File: src/rtl/uart_frame_parser.sv
// Parses HDR/LEN/payload/CHK frames from a UART byte stream, streaming payload
// bytes out as they arrive and flagging completion, length, checksum and timeout errors.
module uart_frame_parser #(
    parameter logic [7:0] HDR_BYTE    = 8'hA5,
    parameter int         MAX_LEN     = 16,
    parameter int         TIMEOUT_CYC = 100000
) (
    input  logic       clk_i,
    input  logic       rst_i,
    input  logic [7:0] rx_data_i,
    input  logic       rx_done_i,
    output logic [7:0] pl_data_o,
    output logic       pl_valid_o,
    output logic [7:0] pl_idx_o,
    output logic       frame_ok_o,
    output logic       frame_err_o,
    output logic [1:0] err_code_o,
    output logic       busy_o,
    output logic [1:0] dbg_state_o
);

    localparam int CW = (TIMEOUT_CYC > 1) ? $clog2(TIMEOUT_CYC + 1) : 1;
    localparam logic [CW-1:0] TMO_LAST = CW'(TIMEOUT_CYC - 1);

    localparam logic [1:0] ERR_LEN = 2'b01;
    localparam logic [1:0] ERR_CHK = 2'b10;
    localparam logic [1:0] ERR_TMO = 2'b11;

    typedef enum logic [1:0] {
        ST_IDLE = 2'd0,
        ST_LEN  = 2'd1,
        ST_DATA = 2'd2,
        ST_CHK  = 2'd3
    } state_t;

    state_t        state, state_n;
    logic [7:0]    len_q, len_n;
    logic [7:0]    acc_q, acc_n;
    logic [7:0]    idx_q, idx_n;
    logic [CW-1:0] cnt_q, cnt_n;
    logic [7:0]    pl_data_n, pl_idx_n;
    logic          pl_valid_n, ok_n, err_n, busy_n;
    logic [1:0]    code_n;

    assign dbg_state_o = state;

    always_comb begin
        state_n    = state;
        len_n      = len_q;
        acc_n      = acc_q;
        idx_n      = idx_q;
        cnt_n      = cnt_q;
        pl_data_n  = pl_data_o;
        pl_idx_n   = pl_idx_o;
        pl_valid_n = 1'b0;
        ok_n       = 1'b0;
        err_n      = 1'b0;
        code_n     = err_code_o;

        // A byte arriving in the expiry cycle wins: the case below overrides the timeout.
        if (state != ST_IDLE) begin
            if (rx_done_i) begin
                cnt_n = '0;
            end else if (cnt_q == TMO_LAST) begin
                err_n   = 1'b1;
                code_n  = ERR_TMO;
                state_n = ST_IDLE;
                cnt_n   = '0;
            end else begin
                cnt_n = cnt_q + 1'b1;
            end
        end

        if (rx_done_i) begin
            case (state)
                ST_IDLE: begin
                    if (rx_data_i == HDR_BYTE) begin
                        state_n = ST_LEN;
                        cnt_n   = '0;
                    end
                end
                ST_LEN: begin
                    if (rx_data_i == 8'd0 || rx_data_i > 8'(MAX_LEN)) begin
                        err_n   = 1'b1;
                        code_n  = ERR_LEN;
                        state_n = ST_IDLE;
                    end else begin
                        len_n   = rx_data_i;
                        acc_n   = rx_data_i;
                        idx_n   = 8'd0;
                        state_n = ST_DATA;
                    end
                end
                ST_DATA: begin
                    pl_data_n  = rx_data_i;
                    pl_idx_n   = idx_q;
                    pl_valid_n = 1'b1;
                    acc_n      = acc_q + rx_data_i;
                    idx_n      = idx_q + 8'd1;
                    if (idx_q == len_q - 8'd1) state_n = ST_CHK;
                end
                ST_CHK: begin
                    if (rx_data_i == acc_q) begin
                        ok_n = 1'b1;
                    end else begin
                        err_n  = 1'b1;
                        code_n = ERR_CHK;
                    end
                    state_n = ST_IDLE;
                end
                default: state_n = ST_IDLE;
            endcase
        end

        busy_n = (state_n != ST_IDLE);
    end

    always_ff @(posedge clk_i) begin
        if (rst_i) begin
            state       <= ST_IDLE;
            len_q       <= 8'd0;
            acc_q       <= 8'd0;
            idx_q       <= 8'd0;
            cnt_q       <= '0;
            pl_data_o   <= 8'd0;
            pl_idx_o    <= 8'd0;
            pl_valid_o  <= 1'b0;
            frame_ok_o  <= 1'b0;
            frame_err_o <= 1'b0;
            err_code_o  <= 2'b00;
            busy_o      <= 1'b0;
        end else begin
            state       <= state_n;
            len_q       <= len_n;
            acc_q       <= acc_n;
            idx_q       <= idx_n;
            cnt_q       <= cnt_n;
            pl_data_o   <= pl_data_n;
            pl_idx_o    <= pl_idx_n;
            pl_valid_o  <= pl_valid_n;
            frame_ok_o  <= ok_n;
            frame_err_o <= err_n;
            err_code_o  <= code_n;
            busy_o      <= busy_n;
        end
    end

endmodule

File: config.mk
export PLATFORM = sky130hd
export DESIGN_NAME = uart_frame_parser
export DESIGN_NICKNAME = d
export VERILOG_FILES = /design/src/rtl/uart_frame_parser.sv
export SDC_FILE = /design/constraint.sdc
export NUM_CORES = 1
export LEC_CHECK = 0
export CORE_MARGIN = 1
export CORE_UTILIZATION = 45
export DETAILED_ROUTE_END_ITERATION = 10
export DONT_BUFFER_PORTS = 1
export GPL_TIMING_DRIVEN = 0
export MAX_ROUTING_LAYER = met4
export SYNTH_ARGS = -nofsm -noshare
export SYNTH_HDL_FRONTEND = slang
export SYNTH_SLANG_ARGS = --single-unit
File: constraint.sdc
create_clock -name clk_i -period 2.6 [get_ports clk_i]
set_input_delay 0.52 -clock clk_i [delete_from_list [all_inputs] [get_ports clk_i]]
set_output_delay 0.52 -clock clk_i [all_outputs]
set_load 0.02 [all_outputs]
==> results.sh, run 1 <==
export IMPL_cts_hold_buffers_added=0
export IMPL_first_pass_iters=5
export IMPL_dr_total_vias=2987
export IMPL_startpoint_type="flip-flop"
export IMPL_syn_avg_cell_area_um2=8.10
export IMPL_synth_edf_count=0
export IMPL_rows=30
export IMPL_post_place_cells=506
export IMPL_r2r_slack_ns=0.23
export IMPL_antenna_cells=0
export IMPL_area_delta_synth_final_pct=11.4
export IMPL_final_common_cell="dfxtp_1"
export IMPL_slowest_delay_ns=0.65
export IMPL_wire_per_inst_um=15.7
export IMPL_final_cell_mix="65 x dfxtp_1, 61 x nand2_1, 42 x nor2_1, 42 x a21oi_1, 18 x clkbuf_1"
export IMPL_rsz0062_at_grt="no"
export IMPL_synth_top_cell_area_share_pct=39.2
export IMPL_ys_types=50
export IMPL_die_x_um=87.9
export IMPL_slew_viol_final=0
export IMPL_drt_iter0_markers=214
export IMPL_post_cts_buffers=0
export IMPL_cp_max_fo=7
export IMPL_cellLeakagePower_uw=0.00129
export IMPL_coreArea_um2=6940
export IMPL_grt_max_degree=13
export IMPL_gp_congestion=0.903
export IMPL_worstPathRequired_ns=2.87
export IMPL_critical_path_cell_count=7
export IMPL_wl_um=8200
export IMPL_clk_pin_slew_worst_paths_ns=0.08
export IMPL_drcViolationCount=0
export IMPL_maxCapViolations=0
export IMPL_crit_reg2reg_capture="cnt_q[16]"
export IMPL_worstPathCellList="or2_2, clkbuf_1, nand3_1, nor3_1, nand4_1, or3_1, a21oi_1"
export IMPL_netlist_area_um2=3320
export IMPL_skew_ns=0.00839
export IMPL_ys_ff_latch=65
export IMPL_seq_area_frac_synth_pct=39.2
export IMPL_synth_main_ff_cell="dfxtp_1"
export IMPL_grt_pass1_wl_um=13100
export IMPL_synthesis_nets=432
export IMPL_crit_start="dbg_state_o[0]"
export IMPL_finalSetupTns_ns=0
export IMPL_floorplan_initialDensity_pct=47.8
export IMPL_grt_use_total_pct=23.2
export IMPL_crit_arrival_ns=2.65
export IMPL_die_y_um=87.9
export IMPL_end_kind="flip-flop"
export IMPL_gr_total_overflow=0
export IMPL_numClockSinks=65
export IMPL_path_delay_family="simple AND/OR/NAND/NOR gates"
export IMPL_antenna_found_initial=0
export IMPL_cts_tree="done"
export IMPL_postSynthCellCount=410
export IMPL_hold_viol=0
export IMPL_numCtsBuffers=9
export IMPL_tightest_slew_ns=0.881
export IMPL_io_buffers=0
export IMPL_hold_path_class="in2reg"
export IMPL_clk_latency_ns=0.34
export IMPL_power_density_nw_per_um2=579
export IMPL_hold_depth=2
export IMPL_slew_headroom_pct=41.0
export IMPL_max_freq_ghz=0.421
export IMPL_fillers=691
export IMPL_min_period_ns=2.37
export IMPL_ant_nets=0
export IMPL_min_period_over_period_pct=91.3
export IMPL_crit_end="cnt_q[16]"
export IMPL_die_area_um2=7730
export IMPL_dp_hpwl_um=5980
export IMPL_ios=35
export IMPL_synth_area_top_cells="dfxtp_1 39%, nand2_1 6.9%, a21oi_1 6.3%, nor2_1 4.7%, ha_1 3.8%"
export IMPL_cts_root_buf="clkbuf_8"
export IMPL_crit_buf_inv=1
export IMPL_criticalPathCategory="reg2reg"
export IMPL_ctsResizeCount=0
export IMPL_yosysWarnings=0
export IMPL_peakVddDrop_mv=0.302
export IMPL_clockBufferDepth=2
export IMPL_drive_above_1_share_pct=6.81
export IMPL_reg2regPathDepth=7
export IMPL_h_tree_depth=3
export IMPL_setup_violations=0
export IMPL_grt_pass1_vias=2653
export IMPL_viasPerCell=5.72
export IMPL_outcome="completed"
export IMPL_reg2reg_from="dbg_state_o[0]"
export IMPL_yosys_area_top_type="dfxtp_1"
export IMPL_nets=443
export IMPL_final_cells=522
export IMPL_crit_slowest_cell="dfxtp_1"
export IMPL_async_flop_share_pct=0
registers in the layout (all words and copies together) (netlist names):
register and flops:
len_q 8, idx_q 8, frame_ok_o 1, acc_q 8, pl_valid_o 1, frame_err_o 1
pl_data_o 8, pl_idx_o 8, cnt_q 17, err_code_o 2, dbg_state_o 2, busy_o 1
synthesized netlist by cell type (4+ instances only):
cell type and count:
a211oi_1 9, a21oi_1 42, a31oi_1 8, and3_1 7, clkbuf_1 18, dfxtp_1 65
ha_1 10, inv_1 8, mux2i_1 10, nand2_1 61, nand3_1 15, nand4_1 9
nor2_1 42, nor3_1 10, nor4_1 8, o21ai_0 9, or3_1 4, xnor2_1 14
xor2_1 10
report_power, final:
part / internal [µW] / total (µW) / switching (µW) / leakage [µW]
combinational: 20.8 / 68.5 / 47.7 / 0.000645
sequential: 995 / 995 / 0.208 / 0.000523
clock: 666 / 1080 / 413 / 0.000123
total: 1680 / 2140 / 461 / 0.00129
metal layers:
metal	up-vias	global-route usage [%]	part of all wire [%]
met3	14	6.79	4.9
met5	-	-	0
met4	0	5.66	1.1
met1	1408	31.0	49
met2	66	34.3	45
li1	1499	-	-
layout make-up:
| type | count | area (µm²) | share of cell area (%) |
|---|---|---|---|
| multi-input cells | 315 | 1900 | 51.4 |
| clock inverters | 6 | 115 | 3.11 |
| well taps | 96 | 120 | 3.25 |
| inverters | 9 | 33.8 | 0.913 |
| plain buffers | 21 | 88.8 | 2.40 |
| flip-flops and latches | 65 | 1300 | 35.2 |
| clock buffers | 10 | 138 | 3.72 |
worst min path at each step:
stage,from,endpoint
after floorplan,acc_q[5],acc_q[5]
after global placement,acc_q[5],acc_q[5]
after detailed placement,acc_q[5],acc_q[5]
after CTS,rx_data_i[4],pl_data_o[4]
after global routing,rx_data_i[0],pl_data_o[0]
final,rx_data_i[4],pl_data_o[4]
cells by family (layout without fill, tap and decap cells):
group / Yosys count / after routing / share of synthesized area [%]
adders and majority gates: 11 / 11 / 4.37
AOI/OAI and AO/OA: 94 / 94 / 17.6
muxes: 10 / 10 / 3.01
xor gates and xnor gates: 24 / 24 / 6.33
DFF: 65 / 65 / 39.2
and+or+nand+nor: 176 / 176 / 25.8
buffers and inverters: 30 / 46 / 3.69
metrics by stage:
step / utilization, % / hold WS [ns] / power [µW] / area, µm² / worst slack [ns]
floorplan: - / 0.436 / 1070 / 3320 / 0.589
global placement: 49.5 / 0.447 / 1090 / 3440 / 0.233
detailed placement: 49.5 / 0.466 / 1090 / 3440 / 0.206
CTS: 53.2 / 0.295 / 2160 / 3690 / 0.256
global route: 53.3 / 0.290 / 2210 / 3700 / 0.0204
finish: 53.3 / 0.303 / 2140 / 3700 / 0.225
No activity file was read; power rests on OpenSTA's default activity.
==> inputs of run 2 (changes only) <==
--- a/config.mk
+++ b/config.mk
@@ -11,6 +11,8 @@
 export DONT_BUFFER_PORTS = 1
 export GPL_TIMING_DRIVEN = 0
 export MAX_ROUTING_LAYER = met4
+export PLACE_DENSITY = 0.67
+export SETUP_SLACK_MARGIN = 0.1
 export SYNTH_ARGS = -nofsm -noshare
 export SYNTH_HDL_FRONTEND = slang
 export SYNTH_SLANG_ARGS = --single-unit
==> results.sh, run 2 (synthesis results as in run 1) <==
export IMPL_drive_above_1_share_pct=6.81
export IMPL_startpoint_type="flip-flop"
export IMPL_antenna_cells=0
export IMPL_cts_hold_buffers_added=0
export IMPL_floorplan_initialDensity_pct=47.8
export IMPL_io_buffers=0
export IMPL_viasPerCell=5.74
export IMPL_clk_pin_slew_worst_paths_ns=0.08
export IMPL_min_period_over_period_pct=89.8
export IMPL_clockBufferDepth=2
export IMPL_drcViolationCount=0
export IMPL_worstPathCellList="nand2_1, nor2_1, a31oi_1, or3_1, xor2_1, nor2_1"
export IMPL_outcome="completed"
export IMPL_final_cell_mix="65 x dfxtp_1, 61 x nand2_1, 42 x nor2_1, 42 x a21oi_1, 18 x clkbuf_1"
export IMPL_area_delta_synth_final_pct=10.8
export IMPL_ant_nets=0
export IMPL_die_y_um=87.9
export IMPL_hold_viol=0
export IMPL_gr_total_overflow=0
export IMPL_rsz0062_at_grt="yes"
export IMPL_h_tree_depth=3
export IMPL_numCtsBuffers=9
export IMPL_crit_buf_inv=0
export IMPL_ios=35
export IMPL_grt_use_total_pct=23.5
export IMPL_die_area_um2=7730
export IMPL_first_pass_iters=5
export IMPL_peakVddDrop_mv=0.252
export IMPL_die_x_um=87.9
export IMPL_cpMostUsedCell="nor2_1"
export IMPL_fillers=655
export IMPL_cellLeakagePower_uw=0.00128
export IMPL_hold_path_class="in2reg"
export IMPL_nets=443
export IMPL_dp_hpwl_um=5850
export IMPL_criticalPathCategory="reg2reg"
export IMPL_total_power_uw=2050
export IMPL_drt_iter0_markers=165
export IMPL_coreArea_um2=6940
export IMPL_cts_tree="done"
export IMPL_largest_reg_flops=17
export IMPL_rows=30
export IMPL_critical_path_cell_count=6
export IMPL_top_register="cnt_q"
export IMPL_max_freq_ghz=0.428
export IMPL_slew_viol_final=0
export IMPL_hold_depth=2
export IMPL_crit_slowest_cell="dfxtp_1"
export IMPL_cp_max_fo=9
export IMPL_final_common_cell="dfxtp_1"
export IMPL_slew_headroom_pct=39.9
export IMPL_dr_total_vias=2994
export IMPL_antenna_found_initial=0
export IMPL_maxCapViolations=0
export IMPL_power_density_nw_per_um2=557
export IMPL_grt_pass1_wl_um=13400
export IMPL_slowest_delay_ns=0.68
export IMPL_post_route_util_pct=53.0
export IMPL_path_delay_family="simple AND/OR/NAND/NOR gates"
export IMPL_finalSetupTns_ns=0
export IMPL_cts_root_buf="clkbuf_8"
export IMPL_tightest_slew_ns=0.897
export IMPL_hold_ws_ns=0.296
export IMPL_end_kind="flip-flop"
export IMPL_skew_ns=0.00946
export IMPL_reg2regPathDepth=6
export IMPL_numClockSinks=65
export IMPL_grt_pass1_vias=2690
export IMPL_min_period_ns=2.33
export IMPL_clk_latency_ns=0.35
export IMPL_wl_um=8160
export IMPL_worstPathRequired_ns=2.85
export IMPL_crit_arrival_ns=2.58
export IMPL_setup_violations=0
export IMPL_grt_max_degree=13
export IMPL_wire_per_inst_um=15.6
export IMPL_gp_congestion=0.897
-- run 2: cell count changes in the layout (fill, tap and decap cells not counted) --
| cell | previous run | this run |
|---|---|---|
| nor2_2 | 2 | 1 |
| inv_6 | 0 | 1 |
| clkinv_4 | 2 | 1 |
| clkinv_2 | 0 | 1 |
| nor2_4 | 0 | 1 |
| bufinv_16 | 3 | 2 |
-- run 2: final timing paths --
kind / from / end / slack (ns)
setup / recovery: dbg_state_o[0] / idx_q[5] / 0.27
hold / removal: rx_data_i[0] / pl_data_o[0] / 0.30
setup reg to reg: dbg_state_o[0] / idx_q[5] / 0.27
hold reg to reg: acc_q[5] / acc_q[5] / 0.47
-- run 2: layer usage --
metal | routed length [µm] | global-route usage [%] | part of all wire (%)
met5 | 0 | - | 0
met4 | 82 | 6.71 | 1.0
met1 | 3920 | 31.5 | 48
met3 | 593 | 5.94 | 7.3
met2 | 3570 | 35.0 | 44
-- run 2: layout make-up --
type,instances,area [µm²],share of cell area [%]
Buffer,21,88.8,2.41
Clock inverter,6,90.1,2.45
Sequential cell,65,1300,35.4
Tap cell,96,120,3.26
Inverter,9,33.8,0.918
Clock buffer,10,138,3.74
Multi-Input combinational cell,315,1910,51.9
-- run 2: stage by stage --
stage	worst slack, ns	instance area, µm²	instances
after floorplan	0.589	3320	410
after global placement	0.170	3440	506
after detailed placement	0.148	3440	506
after CTS	0.145	3670	522
after global routing	0.0654	3680	522
final	0.265	3680	522
-- run 2: power breakdown --
part / internal, µW / switching [µW]
Clock: 569 / 419
Combinational: 20.8 / 47.1
Sequential: 995 / 0.216
-- run 2: worst reg2reg max path, delay by kind of cell, from the launching register on --
kind	cells	cell delay, ns
and+or+nand+nor	4	1.04
DFF	1	0.68
AOI/OAI and AO/OA	1	0.37
xor gates and xnor gates	1	0.15
-- run 2: repair_timing --
item,4_1_cts,5_1_grt
buffers inserted,0,0
hold endpoints to repair,0,0
resized for setup,0,2
endpoints found under the setup margin,0,12
==> inputs of run 3 (changes only) <==
--- a/config.mk
+++ b/config.mk
@@ -5,6 +5,7 @@
 export SDC_FILE = /design/constraint.sdc
 export NUM_CORES = 1
 export LEC_CHECK = 0
+export CORE_ASPECT_RATIO = 1.25
 export CORE_MARGIN = 1
 export CORE_UTILIZATION = 45
 export DETAILED_ROUTE_END_ITERATION = 10
@@ -13,6 +14,7 @@
 export MAX_ROUTING_LAYER = met4
 export PLACE_DENSITY = 0.67
 export SETUP_SLACK_MARGIN = 0.1
+export SKIP_CTS_REPAIR_TIMING = 1
 export SYNTH_ARGS = -nofsm -noshare
 export SYNTH_HDL_FRONTEND = slang
 export SYNTH_SLANG_ARGS = --single-unit
==> results.sh, run 3 (synthesis results as in run 1) <==
export IMPL_outcome="completed"
export IMPL_gp_congestion=0.939
export IMPL_numClockSinks=65
export IMPL_final_common_cell="dfxtp_1"
export IMPL_drive_above_1_share_pct=6.81
export IMPL_slew_viol_final=0
export IMPL_grt_max_degree=14
export IMPL_wire_per_inst_um=16.2
export IMPL_grt_pass1_wl_um=13900
export IMPL_criticalPathCategory="reg2reg"
export IMPL_die_y_um=98.0
export IMPL_tightest_slew_ns=0.863
export IMPL_rsz0062_at_grt="yes"
export IMPL_reg2reg_from="dbg_state_o[0]"
export IMPL_cts_tree="done"
export IMPL_final_area_um2=3660
export IMPL_power_density_nw_per_um2=549
export IMPL_numCtsBuffers=9
export IMPL_viasPerCell=5.81
export IMPL_first_pass_iters=4
export IMPL_clk_pin_slew_worst_paths_ns=0.09
export IMPL_max_freq_ghz=0.421
export IMPL_nets=443
export IMPL_floorplan_initialDensity_pct=47.0
export IMPL_wl_um=8360
export IMPL_area_delta_synth_final_pct=10.1
export IMPL_cp_max_fo=7
export IMPL_crit_reg2reg_capture="cnt_q[16]"
export IMPL_worstPathRequired_ns=2.89
export IMPL_final_cells=516
export IMPL_dp_hpwl_um=5890
export IMPL_ant_nets=0
export IMPL_total_power_uw=2010
export IMPL_crit_start="dbg_state_o[0]"
export IMPL_cellLeakagePower_uw=0.00128
export IMPL_die_area_um2=7730
export IMPL_r2r_slack_ns=0.22
export IMPL_antenna_found_initial=0
export IMPL_placed_area_um2=3430
export IMPL_crit_end="cnt_q[16]"
export IMPL_cts_root_buf="clkbuf_8"
export IMPL_setup_violations=0
export IMPL_die_x_um=78.8
export IMPL_min_period_over_period_pct=91.4
export IMPL_coreArea_um2=7060
export IMPL_h_tree_depth=3
export IMPL_min_period_ns=2.38
export IMPL_hold_viol=0
export IMPL_skew_ns=0.0129
export IMPL_grt_pass1_vias=3001
export IMPL_fillers=711
export IMPL_largest_reg_flops=17
export IMPL_multi_input_area_um2=1910
export IMPL_regArea_um2=1300
export IMPL_rows=34
export IMPL_setup_ws_ns=0.224
export IMPL_top_register="cnt_q"
export IMPL_slew_headroom_pct=42.2
export IMPL_antenna_cells=0
export IMPL_crit_arrival_ns=2.66
export IMPL_finalSetupTns_ns=0
export IMPL_drt_iter0_markers=115
export IMPL_dr_total_vias=2999
export IMPL_maxCapViolations=0
export IMPL_peakVddDrop_mv=0.376
export IMPL_post_place_cells=500
export IMPL_final_cell_mix="65 x dfxtp_1, 61 x nand2_1, 42 x nor2_1, 42 x a21oi_1, 18 x clkbuf_1"
export IMPL_io_buffers=0
export IMPL_clockBufferDepth=2
export IMPL_place_ws_ns=0.195
export IMPL_gr_total_overflow=0
export IMPL_drcViolationCount=0
export IMPL_grt_use_total_pct=23.5
export IMPL_end_kind="flip-flop"
export IMPL_ios=35
export IMPL_startpoint_type="flip-flop"
export IMPL_clk_latency_ns=0.35
export IMPL_reg2regPathDepth=7
export IMPL_hold_path_class="in2reg"
-- run 3: final cells by class --
class / count / area share (%)
clock buffers: 10 / 3.76
inverters: 9 / 0.924
flip-flops and latches: 65 / 35.6
plain buffers: 21 / 2.43
clock inverters: 6 / 2.02
multi-input cells: 315 / 52.2
well taps: 90 / 3.08
-- run 3: through the flow --
step | util, % | hold WS, ns
global placement | 48.6 | 0.448
finish | 51.8 | 0.305
floorplan | - | 0.436
detailed placement | 48.6 | 0.457
global route | 51.8 | 0.303
CTS | 51.6 | 0.302
-- run 3: how the worst min path moves through the flow --
stage | slack (ns) | cells after the start | endpoint | from
final | 0.30 | 2 | pl_data_o[0] | rx_data_i[0]
after global placement | 0.45 | 2 | acc_q[5] | acc_q[5]
after global routing | 0.30 | 2 | pl_data_o[0] | rx_data_i[0]
after floorplan | 0.44 | 2 | acc_q[5] | acc_q[5]
after detailed placement | 0.46 | 2 | acc_q[5] | acc_q[5]
after CTS | 0.30 | 2 | pl_data_o[4] | rx_data_i[4]
-- run 3: layer usage --
| metal | track usage (%) | routed length (µm) | up-vias |
|---|---|---|---|
| met2 | 40.0 | 4180 | 84 |
| li1 | - | - | 1496 |
| met4 | 9.09 | 104 | 0 |
| met1 | 26.7 | 3580 | 1408 |
| met3 | 4.86 | 488 | 11 |
| met5 | - | 0 | - |
-- run 3: power by group --
| group | switching, µW | total (µW) | internal, µW |
|---|---|---|---|
| Clock | 460 | 943 | 483 |
| Sequential | 0.226 | 995 | 994 |
| Combinational | 47.2 | 67.9 | 20.7 |
-- run 3: critical path: stages, from the launching register on --
cell and delay [ns]:
dfxtp_1 0.70, or2_2 0.21, clkbuf_1 0.20, nand3_1 0.18
nor3_1 0.36, nand4_1 0.17, or3_1 0.37, a21oi_1 0.14
==> RTL edit 1, RTL diff (config.mk and constraints of run 2) <==
Register the output `pl_idx_o` once more, cleared by the reset; this adds one clock of latency there. The other outputs are not delayed to match.
--- a/src/rtl/uart_frame_parser.sv
+++ b/src/rtl/uart_frame_parser.sv
@@ -35,2 +35,4 @@
 
+    logic [7:0] pl_idx_s0;
+
     state_t        state, state_n;
@@ -53,3 +55,3 @@
         pl_data_n  = pl_data_o;
-        pl_idx_n   = pl_idx_o;
+        pl_idx_n   = pl_idx_s0;
         pl_valid_n = 1'b0;
@@ -125,3 +127,3 @@
             pl_data_o   <= 8'd0;
-            pl_idx_o    <= 8'd0;
+            pl_idx_s0   <= 8'd0;
             pl_valid_o  <= 1'b0;
@@ -138,3 +140,3 @@
             pl_data_o   <= pl_data_n;
-            pl_idx_o    <= pl_idx_n;
+            pl_idx_s0   <= pl_idx_n;
             pl_valid_o  <= pl_valid_n;
@@ -147,2 +149,10 @@
 
+    always_ff @(posedge clk_i) begin
+        if (rst_i) begin
+            pl_idx_o <= '0;
+        end else begin
+            pl_idx_o <= pl_idx_s0;
+        end
+    end
+
 endmodule
Function: changed (Yosys sat finds a counterexample within 10 cycles, from zero or initial values and one cycle with rst_i high).
==> RTL edit 1 against run 2 <==
- final cell count rose by 5.4%
- power increased by 9.7%
- synthesized area is 11% higher
- routed wire length is 7.2% higher
- largest cell class unchanged
- sequential cell count up 8
- final area up 9.4%
- worst setup slack improved by 0.10 ns
==> RTL edit 1: results (changes against run 2) <==
- Combinational Power Share: 4.3% (+1.0 points)
- Most frequent cells after synthesis: dfxtp_1, nand2_1, a21oi_1
- Max FO, Critical Path: 10 (+1)
- Vias in the first global route: 3159 (+17%)
- Layout cells sized above 1: 9.15% (+2.3 points)
- Post-synthesis sequential area ratio: 39.8% (+0.64 points)
- Syn_nets: 454 (+5.1%)
- Peak supply drop: 0.264 mV (+4.5%)
- Pre-CTS setup slack: 0.392 ns (+0.244 ns)
- DRT iter0 DRCs: 162 (-1.8%)
- Data arrival, critical path: 2.48 ns (-0.10 ns)
- RD Place Congestion: 0.898 (+0.16%)
- Met1 usage: 27.8% (-3.7 points)
- FILL cells: 754 (+15%)
- Netlist cell types: 62 (+24%)
- Non-filler instance count after layout: 550 (+5.4%)
- Mapped Avg Cell Area: 8.49 um2 (+4.9%)
- Via/cell ratio: 5.83 (+1.6%)
- Largest stage delay, worst path: 0.49 ns (-0.19 ns)
- Met2 Track Usage GR: 36.4% (+1.3 points)
- Largest net degree at the start of global routing: 15 (+2)
- Largest cells by area after synthesis: dfxtp_1, a21oi_1, nand2_1
- Post-route clock skew: 0.0110 ns (+0.00152 ns)
- NetSw: 0.545 mW (+17%)
- GRT Total Usage: 22.7% (-0.81 points)
- Dpl cells: 534 (+5.5%)
- Status: complete, no violations
-- RTL edit 1: changes by cell type after synthesis, moves of 7 or more --
cell,run 2,this run
nand2_1,61,48
nor2_1,42,31
nor2b_1,0,11
inv_1,8,17
and2_1,0,8
clkbuf_1,18,10
dfxtp_1,65,73
o21ai_0,9,16
-- RTL edit 1: final timing paths --
check	startpoint	end	slack, ns	cells past startpoint
hold reg to reg	pl_idx_s0[0]	pl_idx_o[0]	0.47	1
hold / removal	rst_i	pl_idx_o[6]	0.24	1
setup / recovery	dbg_state_o[1]	idx_q[5]	0.37	7
setup reg to reg	dbg_state_o[1]	idx_q[5]	0.37	7
-- RTL edit 1: logic make-up after synthesis --
group / Yosys count / synth area share (%)
and+or+nand+nor: 182 / 27.5
AOI/OAI and AO/OA: 110 / 19.6
DFF: 73 / 39.8
buffers and inverters: 37 / 4.16
xor gates and xnor gates: 12 / 2.86
adders and majority gates: 11 / 3.96
muxes: 7 / 2.05
-- RTL edit 1: final cells by class --
class                           instances  share of cell area, %
Tap cell                              102                   3.17
Clock buffer                            9                   3.08
Clock inverter                          7                   2.55
Multi-Input combinational cell        322                   51.1
Inverter                               17                   1.59
Buffer                                 20                   2.21
Sequential cell                        73                   36.3
-- RTL edit 1: worst reg2reg max path: stages, from the launching register on --
cell and delay, ns:
dfxtp_1 0.49, buf_2 0.28, nand2b_1 0.25, nor2_2 0.36
a21o_2 0.24, buf_4 0.21, a31oi_1 0.09, o21a_1 0.20
-- RTL edit 1: layer usage --
| layer | up-vias | part of all wire [%] |
|---|---|---|
| li1 | 1604 | - |
| met1 | 1494 | 46 |
| met2 | 90 | 46 |
| met3 | 17 | 6.1 |
| met4 | 0 | 2.0 |
| met5 | - | 0 |
==> RTL edit 2, RTL diff (flow settings as in run 2) <==
Made on the original files. `TIMEOUT_CYC`: 100000 -> 400000.
--- a/src/rtl/uart_frame_parser.sv
+++ b/src/rtl/uart_frame_parser.sv
@@ -5,3 +5,3 @@
     parameter int         MAX_LEN     = 16,
-    parameter int         TIMEOUT_CYC = 100000
+    parameter int         TIMEOUT_CYC = 400000
 ) (
Check against the original RTL: same outputs for any inputs over 4 cycles, from zero or initial values and one cycle with rst_i high; that may be too few to reach the edited logic, so the function may still have changed.
==> RTL edit 2 against run 2 <==
- sequential cell count up 2
- die area up 1.7%
- routed wire length down 0.48%
- count of clock-buffer cells in the layout unchanged
- first-iteration DRC count down 30%
- synthesized area up 1.7%
- power up 2.4%
- critical path depth unchanged
- final area up 1.4%
- clock skew down 0.00099 ns
- worst setup slack better by 0.17 ns
==> RTL edit 2: results (changes against run 2) <==
- Netlist cell types: 54 (+8.0%)
- Worst Min Path Start: rx_data_i[4]
- Adder-cell share of the synthesized area: 4.30% (-0.073 points)
- Placed cell areas: 0.00350 mm2 (+1.7%)
- Min-Delay Path Depth: 2 (unchanged)
- RD Place Congestion: 0.870 (-3.0%)
- Routed Wire Length: 8.12 mm (-0.48%)
- Syn Inst Count: 418 (+2.0%)
- Max reg flops: 19 (+2)
- Largest cells by area after synthesis: dfxtp_1, nand2_1, a21oi_1
- Pre-CTS setup slack: 0.400 ns (+0.252 ns)
- Worst min-delay path endpoint: pl_data_o[4]
- RR Endpoint: idx_q[7]
- Worst rel slew slack: 54.6% (+15 points)
- WHS: 0.313 ns (+0.0177 ns)
- Net count, final: 451 (+1.8%)
- Dpl cells: 517 (+2.2%)
- Compound-Gate Fraction of Synth Area: 15.9% (-1.8 points)
- Post-synthesis sequential area ratio: 39.7% (+0.53 points)
- Layout cells sized above 1: 5.54% (-1.3 points)
- Peak supply drop: 0.401 mV (+59%)
- Largest net degree at the start of global routing: 12 (-1)
- Mux cell area share after synthesis: 1.78% (-1.2 points)
- Status: complete, no violations
- Non-filler instance count after layout: 532 (+1.9%)
- DP HPWL: 5.89 mm (+0.76%)
- Syn_nets: 440 (+1.9%)
- Max FO, Critical Path: 7 (-2)
- Post-Synth XOR/XNOR Area: 8.04% (+1.7 points)
- Vias in the first global route: 2738 (+1.8%)
- First-pass GRT wire length: 13.4 mm (about the same)
- Post-route clock skew: 0.00847 ns (-0.000986 ns)
- Most frequent cells after synthesis: dfxtp_1, nand2_1, nor2_1
- Data arrival, critical path: 2.43 ns (-0.15 ns)
- DRT iter0 DRCs: 116 (-30%)
- GRT Total Usage: 23.0% (-0.50 points)
- Leak pwr: 1.35 nW (+5.3%)
- Via/cell ratio: 5.60 (-2.4%)
-- RTL edit 2: cell types whose count changed after synthesis, sizes merged, moves of 3 or more --
cell    before  now
a211oi       9    3
a21oi       42   39
a31oi        8    4
and2         0    4
and4         0    3
mux2i       10    6
nand2       62   65
nand3       15   12
nor2        44   50
nor3        13   10
or3          4    7
xor2        10   18
-- RTL edit 2: layout make-up --
type / instances / area, um2
buffer: 20 / 80.1
clock buffer: 10 / 128
clock inverter: 5 / 103
fill: 692 / 3520
inverter: 10 / 37.5
multi-input combinational: 321 / 1920
sequential: 67 / 1340
tap: 99 / 124
-- RTL edit 2: worst max path at each step --
stage	to	from	slack (ns)
after floorplan	idx_q[5]	rx_data_i[2]	0.53
after global placement	idx_q[7]	rx_data_i[2]	0.42
after detailed placement	acc_q[0]	rx_data_i[2]	0.40
after CTS	idx_q[7]	dbg_state_o[0]	0.44
after global routing	acc_q[0]	dbg_state_o[0]	0.24
final	idx_q[7]	dbg_state_o[0]	0.43
-- RTL edit 2: logic make-up (layout without fill, tap and decap cells) --
group,count (synthesis),in the layout
AOI/OAI and AO/OA,85,85
adders and majority gates,11,11
and+or+nand+nor,188,188
DFF,67,67
muxes,6,6
xor gates and xnor gates,31,31
buffers and inverters,30,45
-- RTL edit 2: routing by layer --
| metal | GRT usage [%] | wire length, um | up-vias |
|---|---|---|---|
| met1 | 28.8 | 3670 | 1371 |
| met2 | 36.4 | 3880 | 90 |
| met4 | 8.36 | 119 | 0 |
| met5 | - | 0 | - |
| li1 | - | - | 1510 |
| met3 | 5.32 | 454 | 8 |
-- RTL edit 2: where the power goes --
group	total, mW	switching (mW)	internal, mW
sequential	1.03	0.000198	1.03
combinational	0.0565	0.0398	0.0167
clock	1.02	0.388	0.631
